<file path="src/rtl/dpll_pkg.sv">
// Shared types and default parameter values for the param_dpll block.
package dpll_pkg;

    localparam int DIV_W_DEF    = 7;
    localparam int FILTER_K_DEF = 8;
    localparam int LOCK_CNT_DEF = 16;

    // Accumulator width: holds +/-(FILTER_K-1) for any FILTER_K up to 127.
    localparam int ACC_W = 8;

    typedef enum logic [1:0] {
        PE_NONE = 2'd0,
        PE_LEAD = 2'd1,
        PE_LAG  = 2'd2
    } phase_err_e;

endpackage

</file>
<file path="src/rtl/dpll_loop_filter.sv">
// Loop filter for param_dpll: signed accumulator of phase-error votes.
// Reaching +/-FILTER_K clears the accumulator and emits a one-cycle
// advance/retard pulse on the following cycle.
module dpll_loop_filter
    import dpll_pkg::*;
#(
    parameter int FILTER_K = FILTER_K_DEF
) (
    input  logic       clk_i,
    input  logic       reset_i,
    input  phase_err_e pe_i,
    output logic       advance_o,
    output logic       retard_o
);

    localparam logic signed [ACC_W-1:0] K_POS = ACC_W'(FILTER_K);
    localparam logic signed [ACC_W-1:0] K_NEG = -K_POS;
    localparam logic signed [ACC_W-1:0] ONE   = ACC_W'(1);

    logic signed [ACC_W-1:0] acc_q, acc_d, acc_sum;
    logic                    adv_q, adv_d;
    logic                    ret_q, ret_d;

    // Next accumulator value and threshold detection.
    always_comb begin
        acc_sum = acc_q;
        unique case (pe_i)
            PE_LAG:  acc_sum = acc_q + ONE;
            PE_LEAD: acc_sum = acc_q - ONE;
            default: acc_sum = acc_q;
        endcase
        acc_d = acc_sum;
        adv_d = 1'b0;
        ret_d = 1'b0;
        if (acc_sum == K_POS) begin
            acc_d = '0;
            adv_d = 1'b1;
        end else if (acc_sum == K_NEG) begin
            acc_d = '0;
            ret_d = 1'b1;
        end
    end

    // Accumulator and pulse registers; reset drops any pending pulse.
    always_ff @(posedge clk_i) begin
        if (!reset_i) begin
            acc_q <= '0;
            adv_q <= 1'b0;
            ret_q <= 1'b0;
        end else begin
            acc_q <= acc_d;
            adv_q <= adv_d;
            ret_q <= ret_d;
        end
    end

    assign advance_o = adv_q;
    assign retard_o  = ret_q;

endmodule

</file>
<file path="src/rtl/param_dpll.sv">
// Digital PLL recovering a divided clock aligned to an oversampled
// reference. Phase counter runs 0..N-1; the loop filter nudges it by
// one extra or one skipped step. Optional lock detector is built only
// when PARAM_DPLL_LOCK_DETECT_EN is defined; otherwise locked_o is 0.
module param_dpll
    import dpll_pkg::*;
#(
    parameter int DIV_W    = DIV_W_DEF,
    parameter int FILTER_K = FILTER_K_DEF,
    parameter int LOCK_CNT = LOCK_CNT_DEF
) (
    input  logic             clk_i,
    input  logic             reset_i,
    input  logic             signal_i,
    input  logic [DIV_W-1:0] divFactor_i,
    output logic             signal_o,
    output logic             locked_o,
    output logic             advance_o,
    output logic             retard_o
);

    // Reject parameter sets the datapath widths cannot represent.
    if (DIV_W < 2 || FILTER_K < 2 || FILTER_K > 127 || LOCK_CNT < 1) begin : g_bad_params
        $error("param_dpll: parameter out of range");
    end

    logic             sig_r_q, sig_rr_q;
    logic             ref_rise;
    logic [DIV_W-1:0] cnt_q, cnt_d;
    logic [DIV_W-1:0] n_q, n_d;
    logic [DIV_W-1:0] div_sat;
    logic [DIV_W-1:0] half;
    logic [DIV_W:0]   cnt_sum;
    logic [1:0]       step;
    logic             wrap;
    phase_err_e       pe;

    assign ref_rise = sig_r_q & ~sig_rr_q;
    assign div_sat  = (divFactor_i < DIV_W'(2)) ? DIV_W'(2) : divFactor_i;
    assign half     = n_q >> 1;
    assign signal_o = (cnt_q < half);

    // Phase step and wrap; N only reloads at the period boundary.
    always_comb begin
        step = advance_o ? 2'd2 : (retard_o ? 2'd0 : 2'd1);
        cnt_sum = {1'b0, cnt_q} + {{(DIV_W-1){1'b0}}, step};
        wrap = (cnt_sum >= {1'b0, n_q});
        cnt_d = wrap ? DIV_W'(cnt_sum - {1'b0, n_q}) : cnt_sum[DIV_W-1:0];
        n_d = wrap ? div_sat : n_q;
    end

    // Classify each reference rising edge against the current phase.
    always_comb begin
        pe = PE_NONE;
        if (ref_rise && (cnt_q != '0)) begin
            pe = (cnt_q < half) ? PE_LEAD : PE_LAG;
        end
    end

    // Input synchroniser, phase counter and latched divider.
    always_ff @(posedge clk_i) begin
        if (!reset_i) begin
            sig_r_q  <= 1'b0;
            sig_rr_q <= 1'b0;
            cnt_q    <= '0;
            n_q      <= div_sat;
        end else begin
            sig_r_q  <= signal_i;
            sig_rr_q <= sig_r_q;
            cnt_q    <= cnt_d;
            n_q      <= n_d;
        end
    end

    dpll_loop_filter #(
        .FILTER_K (FILTER_K)
    ) u_loop_filter (
        .clk_i     (clk_i),
        .reset_i   (reset_i),
        .pe_i      (pe),
        .advance_o (advance_o),
        .retard_o  (retard_o)
    );

`ifdef PARAM_DPLL_LOCK_DETECT_EN
    localparam int               LK_W  = $clog2(LOCK_CNT + 1);
    localparam logic [LK_W-1:0] LK_MAX = LK_W'(LOCK_CNT);

    logic [LK_W-1:0]  lock_cnt_q, lock_cnt_d;
    logic             locked_q;
    logic             in_win;
    logic [DIV_W-1:0] n_m1;

    assign n_m1   = n_q - DIV_W'(1);
    assign in_win = (cnt_q == n_m1) || (cnt_q == '0) || (cnt_q == DIV_W'(1));

    // Count consecutive in-window edges, saturating; any miss restarts.
    always_comb begin
        lock_cnt_d = lock_cnt_q;
        if (ref_rise) begin
            if (!in_win) begin
                lock_cnt_d = '0;
            end else if (lock_cnt_q != LK_MAX) begin
                lock_cnt_d = lock_cnt_q + LK_W'(1);
            end
        end
    end

    // Lock counter and registered lock flag tracking its saturation.
    always_ff @(posedge clk_i) begin
        if (!reset_i) begin
            lock_cnt_q <= '0;
            locked_q   <= 1'b0;
        end else begin
            lock_cnt_q <= lock_cnt_d;
            locked_q   <= (lock_cnt_d == LK_MAX);
        end
    end

    assign locked_o = locked_q;
`else
    assign locked_o = 1'b0;
`endif

endmodule

</file>
<file path="config.mk">
export PLATFORM = sky130hd
export DESIGN_NAME = param_dpll
export DESIGN_NICKNAME = d
export VERILOG_FILES = /design/src/rtl/dpll_pkg.sv /design/src/rtl/dpll_loop_filter.sv /design/src/rtl/param_dpll.sv
export SDC_FILE = /design/constraint.sdc
export NUM_CORES = 1
export LEC_CHECK = 0
export BUFFER_PORTS_ARGS = -buffer_cell sky130_fd_sc_hd__buf_2
export CAP_MARGIN = 10
export CORE_UTILIZATION = 38
export DETAILED_ROUTE_END_ITERATION = 7
export PLACE_DENSITY = 0.52
export SYNTH_ARGS = -nofsm -noshare
export SYNTH_HDL_FRONTEND = slang
export SYNTH_SLANG_ARGS = --single-unit
</file>
<file path="constraint.sdc">
create_clock -name clk_i -period 11.5 [get_ports clk_i]
set_input_delay 2.3 -clock clk_i [delete_from_list [all_inputs] [get_ports clk_i]]
set_output_delay 2.3 -clock clk_i [all_outputs]
set_load 0.005 [all_outputs]
</file>
==> results of run 1 <==
[layer usage]
metal  wire length, um  vias to the layer above  track usage (%)
met3                97                        2             3.43
li1                  -                      813                -
met1              2290                      693             25.2
met4                27                        0             3.21
met5                 0                        -                0
met2              1580                       21             23.4
[cell families after synthesis]
kind of cell | after synthesis | share of synthesized area, %
buf+inv | 30 | 6.07
other cells | 1 | 0.192
compound gates | 55 | 20.9
fa+ha+maj | 23 | 15.8
xor+xnor | 14 | 6.26
flops | 26 | 30.2
mux | 1 | 0.511
simple gates | 74 | 20.1
[area by class of cell]
cell class | count | area (um2)
Timing Repair Buffer | 13 | 67.6
Fill cell | 481 | 2710
Tap cell | 67 | 83.8
Inverter | 20 | 75.1
Clock buffer | 3 | 41.3
Clock inverter | 1 | 30.0
Multi-Input combinational cell | 168 | 1250
Sequential cell | 26 | 591
[power groups by stage]
stage	logic, mW	registers, mW	clock network [mW]
6_report	0.262	0.137	0.0770
3_3_place_gp	0.263	0.140	0
2_1_floorplan	0.211	0.133	0
4_1_cts	0.262	0.137	0.0802
5_1_grt	0.297	0.141	0.0827
3_5_place_dp	0.260	0.139	0
[cells in the final DEF (no fill, tap or decap), types with 4 or more instances in the layout]
| master | count |
|---|---|
| a21o_1 | 9 |
| nand3_1 | 7 |
| xnor2_1 | 8 |
| a211oi_1 | 4 |
| edfxtp_1 | 7 |
| buf_2 | 12 |
| and2_1 | 4 |
| nand2b_1 | 5 |
| or2_2 | 4 |
| inv_1 | 20 |
| xor2_1 | 6 |
| nand2_1 | 11 |
| dfxtp_1 | 19 |
| o21ai_0 | 5 |
| ha_1 | 20 |
| nor2_1 | 23 |
| a21oi_1 | 14 |
[through the flow]
stage,instance area [um2],hold slack [ns],setup slack (ns),util [%]
floorplan,1960,0.421,7.76,-
global placement,2070,0.441,7.27,42.6
detailed placement,2070,0.437,7.20,42.6
CTS,2140,0.465,7.16,44.1
global route,2140,0.502,6.87,44.1
finish,2140,0.460,7.14,44.1
[worst paths after layout]
kind,startpoint,endpoint,slack (ns),cells after the start
setup / recovery,cnt_q[2]$_SDFF_PN0_,u_loop_filter.acc_q[5]$_SDFF_PP0_,7.14,12
hold / removal,sig_r_q$_SDFF_PN0_,sig_rr_q$_SDFF_PN0_,0.46,1
setup reg to reg,cnt_q[2]$_SDFF_PN0_,u_loop_filter.acc_q[5]$_SDFF_PP0_,7.14,12
hold reg to reg,sig_r_q$_SDFF_PN0_,sig_rr_q$_SDFF_PN0_,0.46,1
[flip-flops by register name (all words and copies together), names as in the netlist]
| signal | flops |
|---|---|
| n_q | 7 |
| sig_rr_q | 1 |
| cnt_q | 7 |
| u_loop_filter.advance_o | 1 |
| u_loop_filter.retard_o | 1 |
| sig_r_q | 1 |
| u_loop_filter.acc_q | 8 |
==> out/qor.txt, run 1 <==
Outcome: complete, no violations
Endpoint required time on the critical path: 11.67 ns
Wire length of the first global-routing pass: 6.73 mm
Placed instance count: 294
Post-synth top flop: dfxtp_1
Maximum root-to-sink buffer count: 2
DIE WIDTH: 73.8 um
Quantity of hold-fixing buffers added after cts: 0
PostCTS Resize Cnt: 0
Root cell of the clock tree: clkbuf_8
Number of flops mapped to enable cells by yosys: 7
Die extent in y: 73.8 um
Worst slew pin tran: 1.05 ns
CTS HTree Levels: 1
Cell-by-cell listing of the critical path: or4_4 > o41ai_4 > or2_2 > inv_1 > ha_1 > and3_1 > a22o_1 > o31a_1 > or4b_1 > nand4_2 > a31o_1 > nor2_1
Global routing usage summed across all routing layers: 16.4%
Overall die area: 5440 um2
Share of post-route cells with drive strength above 1: 11.3%
Part of the total power dissipated in the clock network: 16.2%
Synthesized Nets: 257
Worst slew margin relative to its limit: 30.0%
Area share of the leading cell type in the synthesized netlist: 19.4%
Starting density of the core: 40.4%
Switching share of power: 41.7%
CTS tree: done
Initial antenna violation count: 0
Antenna-violating nets left: 0
Area overhead of the layout relative to synthesis: 9.14%
Total vias in the final route: 1529
Flop and latch count out of synthesis: 26
Internal power summed over all cells: 0.277 mW
Number of top-level pins: 14
Total power per unit cell area: 223 nW/um2
Type of the worst setup path: flip-flop to flip-flop
Count of cell types in the netlist: 55
Most frequent cell after synthesis: nor2_1
Pin count of the biggest net entering global routing: 24
Placeable core area: 4850 um2
Maximum cell stage delay along the critical path: 0.85 ns
Wire length after detailed routing: 4.00 mm
Warnings, synthesis: 0
Crit Path Max Fanout: 23
IR Drop Worst-Case VDD: 0.0840 mV
Total of max-cap violations: 0
Total count of hold-check failures in the final report: 0
Skew final: 0.00833 ns
Number of DRC markers in iteration 0: 73
Power Total: 0.476 mW
Cell area after synthesis: 1960 um2
Total setup violations reported at the end of the flow: 0
Count of antenna diodes in the layout: 0
Via density per instance: 5.13
Total gr overflow: 0
Fraction of synthesis flops using an asynchronous set or reset pin: 0%
Drt first pass iters: 4
Leakage power total: 0.950 nW
Commonest cells post-synth: nor2_1, ha_1, inv_1
Final Instance Count excl. Fillers: 298
Crit path launch type: flip-flop
Leading area contributor after synthesis: dfxtp_1
Half-perimeter wire length after detailed placement: 3.15 mm
Net count reported at finish: 265
Net switching power of the design: 0.199 mW
Final Slew Violations: 0
Cells after Synth: 224
Via count of the first global-routing pass: 1391
Worst skew pair latency: 0.27 ns
Arr. time, crit path: 4.53 ns
Dominant delay contributor by cell family on the critical path: simple AND/OR/NAND/NOR gates
DRC violation count after routing: 0
Crit end category: flip-flop
Clock buffers created by TritonCTS: 3
Period minus WS final: 4.36 ns
Type of the most critical hold path: flip-flop to flip-flop
Part of the cycle the worst path needs: 38.0%
Cell types occupying the most area after synthesis: dfxtp_1, ha_1, edfxtp_1, nor2_1, inv_1
Sink count of the clock tree: 26
Setup fix buffers added after clock tree synthesis: 0
Total of buffers placed on input and output ports: 12
Portion of the post-synthesis area used by sequential elements: 30.2%
Critical-path cell with the highest stage delay: o41ai_4
Worst-path clk slew: 0.10 ns
RSZ-0062 raised after global routing: false
Sequential group share of total power: 28.8%
Relative contribution of combinational cells to total power: 55.0%
Final-layout setup total negative slack: 0 ns
Mean instance size in the synthesized netlist: 8.74 um2
Routability congestion estimate: 0.800
Worst path buffer plus inverter count: 1
Cell Rows: 25
Routed length per instance: 13.4 um
Highest clock rate: 229 MHz
(Power assumes the default switching activity.)
==> inputs of run 2 (changes only) <==
- ABC_AREA: default -> 1
- clock period: 11.5 -> 4.5 ns (I/O delays scaled with it)
==> run 2 against run 1 <==
Core utilization rose by 0.13 points. Non-clock buffer count fell by 1. Combinational power rose to 2.8 times the previous value. Register-to-register slack lost 6.1 ns. Sequential cell count unchanged. Critical endpoint is now u_loop_filter.acc_q[4]$_SDFF_PP0_. Largest cell class unchanged. Highest routed layer unchanged.
==> out/qor.txt, run 2 <==
Crit path launch type: flip-flop
IR Drop Worst-Case VDD: 0.244 mV
Worst reg2reg path startpoint: n_q[3]$_SDFFCE_PN0P_
Clock buffers created by TritonCTS: 3
Leading area contributor after synthesis: dfxtp_1
Number of top-level pins: 14
Via count of the first global-routing pass: 1614
Layout filler cell count: 539
Total vias in the final route: 1657
Warnings, synthesis: 0
Mean instance size in the synthesized netlist: 6.74 um2
Synthesized Nets: 328
Highest clock rate: 290 MHz
Wire length of the first global-routing pass: 7.03 mm
Hold path cells: 2
Wire length after detailed routing: 4.09 mm
Endpoint of the lowest-slack register-to-register path: u_loop_filter.acc_q[4]$_SDFF_PP0_
Drt first pass iters: 4
Area share of the leading cell type in the synthesized netlist: 19.1%
RSZ-0062 raised after global routing: false
Total gr overflow: 0
Worst Hold End: sig_rr_q$_SDFF_PN0_
Leakage power total: 1.19 nW
Post-synth top flop: dfxtp_1
Worst slew margin relative to its limit: 64.2%
Die extent in y: 74.3 um
Maximum cell stage delay along the critical path: 0.44 ns
Total power per unit cell area: 584 nW/um2
DRC violation count after routing: 0
Arr. time, crit path: 3.66 ns
DIE WIDTH: 74.3 um
Root cell of the clock tree: clkbuf_8
Worst slew pin tran: 0.534 ns
Fraction of met2 tracks used by global routing: 27.6%
Total setup violations reported at the end of the flow: 0
Final Slew Violations: 0
Cells after Synth: 295
Most frequent cell after synthesis: nand2_1
Initial antenna violation count: 0
Count of cell types in the netlist: 28
Quantity of hold-fixing buffers added after cts: 0
Global routing usage summed across all routing layers: 16.8%
Part of the cycle the worst path needs: 76.5%
Cell area after synthesis: 1990 um2
Crit Path Max Fanout: 7
Crit end category: flip-flop
Cell Rows: 25
Endpoint required time on the critical path: 4.71 ns
Routability congestion estimate: 0.745
Period minus WS final: 3.44 ns
Final Instance Count excl. Fillers: 369
Routed length per instance: 11.1 um
Most common cell after layout, fill and taps aside: nand2_1
CTS tree: done
Antenna-violating nets left: 0
Commonest cells post-synth: nand2_1, inv_1, nor2_1
Share of post-route cells with drive strength above 1: 7.95%
Hold wc startpoint: sig_r_q$_SDFF_PN0_
Count of antenna diodes in the layout: 0
Type of the worst setup path: flip-flop to flip-flop
Cell-by-cell listing of the critical path: inv_1 > ha_1 > a21oi_1 > nand2_1 > nand2_1 > nand2_1 > nor2_1 > inv_1 > fa_1 > nand3b_1 > nand2_1 > nand2_1 > nand2_1 > xor2_1 > nand2_1 > nand2_1 > nor2_1 > nand2_1 > nand3_2 > nor2_1
Placed instance count: 365
Half-perimeter wire length after detailed placement: 3.38 mm
Via density per instance: 4.49
Outcome: complete, no violations
Skew final: 0.00152 ns
Type of the most critical hold path: flip-flop to flip-flop
Sink count of the clock tree: 26
Portion of the post-synthesis area used by sequential elements: 29.7%
Worst skew pair latency: 0.27 ns
Biggest registers after layout: u_loop_filter.acc_q: 8 flops, cnt_q: 7 flops, n_q: 7 flops
Maximum root-to-sink buffer count: 2
Number of DRC markers in iteration 0: 41
PostCTS Resize Cnt: 0
Most used cell, CP: nand2_1
Area overhead of the layout relative to synthesis: 8.50%
Global routing met1 resource utilization: 22.8%
Fraction of synthesis flops using an asynchronous set or reset pin: 0%
Overall die area: 5520 um2
GRT met3 Usage: 3.25%
Final-layout setup total negative slack: 0 ns
Total of buffers placed on input and output ports: 12
Flop and latch count out of synthesis: 26
Starting density of the core: 40.7%
Pin count of the biggest net entering global routing: 16
Register with the most flip-flops: u_loop_filter.acc_q
Worst path buffer plus inverter count: 2
Most used routing layer: met2
Net count reported at finish: 336
Count of cells along the worst register-to-register path: 20
Number of flip-flops under the largest register name: 8
Total of max-cap violations: 0
Number of flops mapped to enable cells by yosys: 7
Worst-path clk slew: 0.09 ns
Dominant delay contributor by cell family on the critical path: simple AND/OR/NAND/NOR gates
Cell types occupying the most area after synthesis: dfxtp_1, nand2_1, ha_1, inv_1, edfxtp_1
Setup slack of the worst register-to-register path: 1.06 ns
Critical-path cell with the highest stage delay: nor2_1
Placeable core area: 4880 um2
CTS HTree Levels: 1
Commonest cells after routing, fill and taps aside: nand2_1, inv_1, nor2_1, ha_1, dfxtp_1
Total count of hold-check failures in the final report: 0
Setup fix buffers added after clock tree synthesis: 0
run 2: cells by family (layout without fill, tap and decap cells):
group / count (synthesis) / count (layout) / share of synthesized area (%)
flops: 26 / 26 / 29.7
simple gates: 143 / 143 / 30.3
compound gates: 24 / 24 / 6.55
xor+xnor: 9 / 9 / 3.96
fa+ha+maj: 23 / 23 / 15.6
buf+inv: 69 / 76 / 13.7
other cells: 1 / 1 / 0.189
run 2: worst max path at each step:
stage | cells after the start | to | slack, ns | startpoint
2_1_floorplan | 17 | n_q[0]$_SDFFCE_PN0P_ | 1.53 | u_loop_filter.advance_o$_SDFF_PN0_
3_3_place_gp | 16 | n_q[0]$_SDFFCE_PN0P_ | 1.10 | u_loop_filter.advance_o$_SDFF_PN0_
3_5_place_dp | 20 | u_loop_filter.acc_q[0]$_SDFF_PP0_ | 1.08 | n_q[3]$_SDFFCE_PN0P_
4_1_cts | 20 | u_loop_filter.acc_q[0]$_SDFF_PP0_ | 1.06 | n_q[3]$_SDFFCE_PN0P_
5_1_grt | 20 | u_loop_filter.acc_q[7]$_SDFF_PP0_ | 0.65 | n_q[3]$_SDFFCE_PN0P_
6_report | 20 | u_loop_filter.acc_q[4]$_SDFF_PP0_ | 1.06 | n_q[3]$_SDFFCE_PN0P_
run 2: through the flow:
step	hold slack, ns	setup slack (ns)	cell area, um2	total power [mW]	util [%]
floorplan	0.407	1.53	1990	0.915	-
global placement	0.414	1.10	2090	1.07	42.7
detailed placement	0.423	1.08	2090	1.07	42.7
CTS	0.437	1.06	2160	1.27	44.2
global route	0.466	0.653	2160	1.41	44.2
finish	0.431	1.06	2160	1.26	44.2
run 2: power by group:
part,internal (mW),switching (mW)
clock,0.119,0.0763
sequential,0.300,0.0398
combinational,0.274,0.451
run 2: worst reg2reg max path, delay by kind of cell, from the launching register on:
kind	cells	cell delay, ns
XOR/XNOR	1	0.14
AND/OR/NAND/NOR	14	1.82
buffers and inverters	2	0.24
flip-flops	1	0.38
AO/OA/AOI/OAI	1	0.14
adder cells (fa/ha/maj)	2	0.67
run 2: layer usage:
| metal | wire (um) | vias up | part of all wire, % |
|---|---|---|---|
| met1 | 2220 | 718 | 54 |
| li1 | - | 913 | - |
| met5 | 0 | - | 0 |
| met2 | 1740 | 24 | 43 |
| met4 | 29 | 0 | 0.71 |
| met3 | 102 | 2 | 2.5 |
run 2: layout make-up:
class,instances,area [um2],area share [%]
multi-input combinational,200,1130,52.2
clock inverter,1,30.0,1.39
clock buffer,3,41.3,1.91
sequential,26,591,27.4
inverter,60,225,10.4
timing repair buffer,12,60.1,2.78
tap,67,83.8,3.89
==> inputs of run 3 (changes only) <==
- clock period: 4.5 -> 3.21 ns (I/O delays scaled with it)
==> run 3 against run 2 <==
Global-route usage fell by 0.17 points. Critical path depth stayed put. First-iteration DRC count is 46% higher. Worst hold slack got worse by 0.0041 ns. Critical endpoint is now u_loop_filter.acc_q[1]$_SDFF_PP0_. Largest power group unchanged. Setup slack worse by 0.81 ns. Critical path type unchanged. Fmax is 16% higher. Die area unchanged. Sequential power grew 39%.
==> out/qor.txt, run 3 (synthesis results as in run 2) <==
Antenna-violating nets left: 0
Share of post-route cells with drive strength above 1: 14.6%
Final-layout setup total negative slack: 0 ns
Type of the worst setup path: flip-flop to flip-flop
Via density per instance: 4.47
Commonest cells after routing, fill and taps aside: nand2_1, inv_1, nor2_1, dfxtp_1
Worst-case hold slack: 0.427 ns
Number of flip-flops under the largest register name: 8
Placeable core area: 4880 um2
DRC violation count after routing: 0
Total gr overflow: 0
IR Drop Worst-Case VDD: 0.337 mV
Worst-path clk slew: 0.09 ns
CTS HTree Levels: 1
Starting density of the core: 40.7%
CTS tree: done
Skew final: 0.00270 ns
Arr. time, crit path: 3.18 ns
Hold path cells: 2
Crit path launch type: flip-flop
Part of the cycle the worst path needs: 92.4%
Setup slack of the critical path after layout: 0.244 ns
Layout filler cell count: 519
Die extent in y: 74.3 um
DIE WIDTH: 74.3 um
Clock buffers created by TritonCTS: 3
Register with the most flip-flops: u_loop_filter.acc_q
Number of DRC markers in iteration 0: 60
Biggest registers after layout: u_loop_filter.acc_q: 8 flops, cnt_q: 7 flops, n_q: 7 flops
Area overhead of the layout relative to synthesis: 14.2%
Total count of hold-check failures in the final report: 0
Most common cell after layout, fill and taps aside: nand2_1
Power Total: 1.82 mW
Total of buffers placed on input and output ports: 12
Total setup violations reported at the end of the flow: 0
Leakage power total: 1.20 nW
Net count reported at finish: 343
Routability congestion estimate: 0.839
Share of the core filled with cells in the final layout: 46.5%
Placed instance count: 370
Total of max-cap violations: 0
Outcome: complete, no violations
Count of cells along the worst register-to-register path: 20
Design Area, Final: 2270 um2
Crit Path Max Fanout: 7
Routed length per instance: 10.9 um
Global routing usage summed across all routing layers: 16.6%
Sink count of the clock tree: 26
Maximum root-to-sink buffer count: 2
Number of top-level pins: 14
Cell Rows: 25
Half-perimeter wire length after detailed placement: 3.25 mm
Overall die area: 5520 um2
Minimum setup slack after placement: 0.0376 ns
Final Instance Count excl. Fillers: 376
Type of the most critical hold path: flip-flop to flip-flop
Total vias in the final route: 1681
Endpoint required time on the critical path: 3.42 ns
Cell area after placement: 2120 um2
Via count of the first global-routing pass: 1506
Worst skew pair latency: 0.27 ns
Root cell of the clock tree: clkbuf_8
Period minus WS final: 2.97 ns
Count of antenna diodes in the layout: 0
Crit end category: flip-flop
Wire length of the first global-routing pass: 6.81 mm
Wire length after detailed routing: 4.10 mm
Pin count of the biggest net entering global routing: 15
Highest clock rate: 337 MHz
Drt first pass iters: 4
Quantity of hold-fixing buffers added after cts: 0
Total power per unit cell area: 801 nW/um2
Initial antenna violation count: 0
Final Slew Violations: 0
[run 3: cell types whose count changed in the layout (fill, tap and decap cells not counted), sizes merged]
cell / before / now
buf: 12 / 19
bufinv: 1 / 0
clkinv: 0 / 1
[run 3: layer usage]
metal | part of all wire, % | global-route usage [%]
met1 | 55 | 24.4
met2 | 41 | 24.3
met3 | 2.6 | 2.03
met4 | 1.7 | 6.92
met5 | 0 | 0
[run 3: repair_timing]
item / 4_1_cts / 5_1_grt
setup buffers: 0 / 2
pin swaps: 0 / 5
endpoints found under the hold margin: 0 / 0
resized for setup: 1 / 17
setup endpoints to repair: 2 / 9
[run 3: worst max-delay path, stage by stage (launching register included)]
cell and delay (ns):
edfxtp_1 0.39, inv_2 0.09, ha_1 0.24, a21oi_1 0.13, nand2_1 0.08, nand2_1 0.10
nand2_2 0.09, nor2_4 0.16, inv_1 0.07, fa_2 0.36, nand3b_1 0.19, nand2_1 0.11
nand2_1 0.06, nand2_1 0.06, xor2_1 0.15, nand2_1 0.08, nand2_2 0.12, nor2_1 0.06
nand2_1 0.11, nand3_4 0.14, nor2_1 0.12
[run 3: layout make-up]
cell class	count	area (um2)	area share, %
well taps	67	83.8	3.69
clock inverters	1	3.75	0.165
inverters	60	225	9.92
flip-flops and latches	26	591	26.0
repair buffers	19	116	5.12
clock buffers	3	41.3	1.82
multi-input cells	200	1210	53.3
[run 3: final timing paths]
| path | start | end | slack (ns) |
|---|---|---|---|
| setup / recovery | n_q[3]$_SDFFCE_PN0P_ | u_loop_filter.acc_q[1]$_SDFF_PP0_ | 0.24 |
| hold / removal | sig_r_q$_SDFF_PN0_ | sig_rr_q$_SDFF_PN0_ | 0.43 |
| setup reg to reg | n_q[3]$_SDFFCE_PN0P_ | u_loop_filter.acc_q[1]$_SDFF_PP0_ | 0.24 |
| hold reg to reg | sig_r_q$_SDFF_PN0_ | sig_rr_q$_SDFF_PN0_ | 0.43 |
[run 3: where the power goes]
part | internal [mW] | switching (mW)
combinational | 0.477 | 0.678
clock | 0.0859 | 0.106
sequential | 0.420 | 0.0526
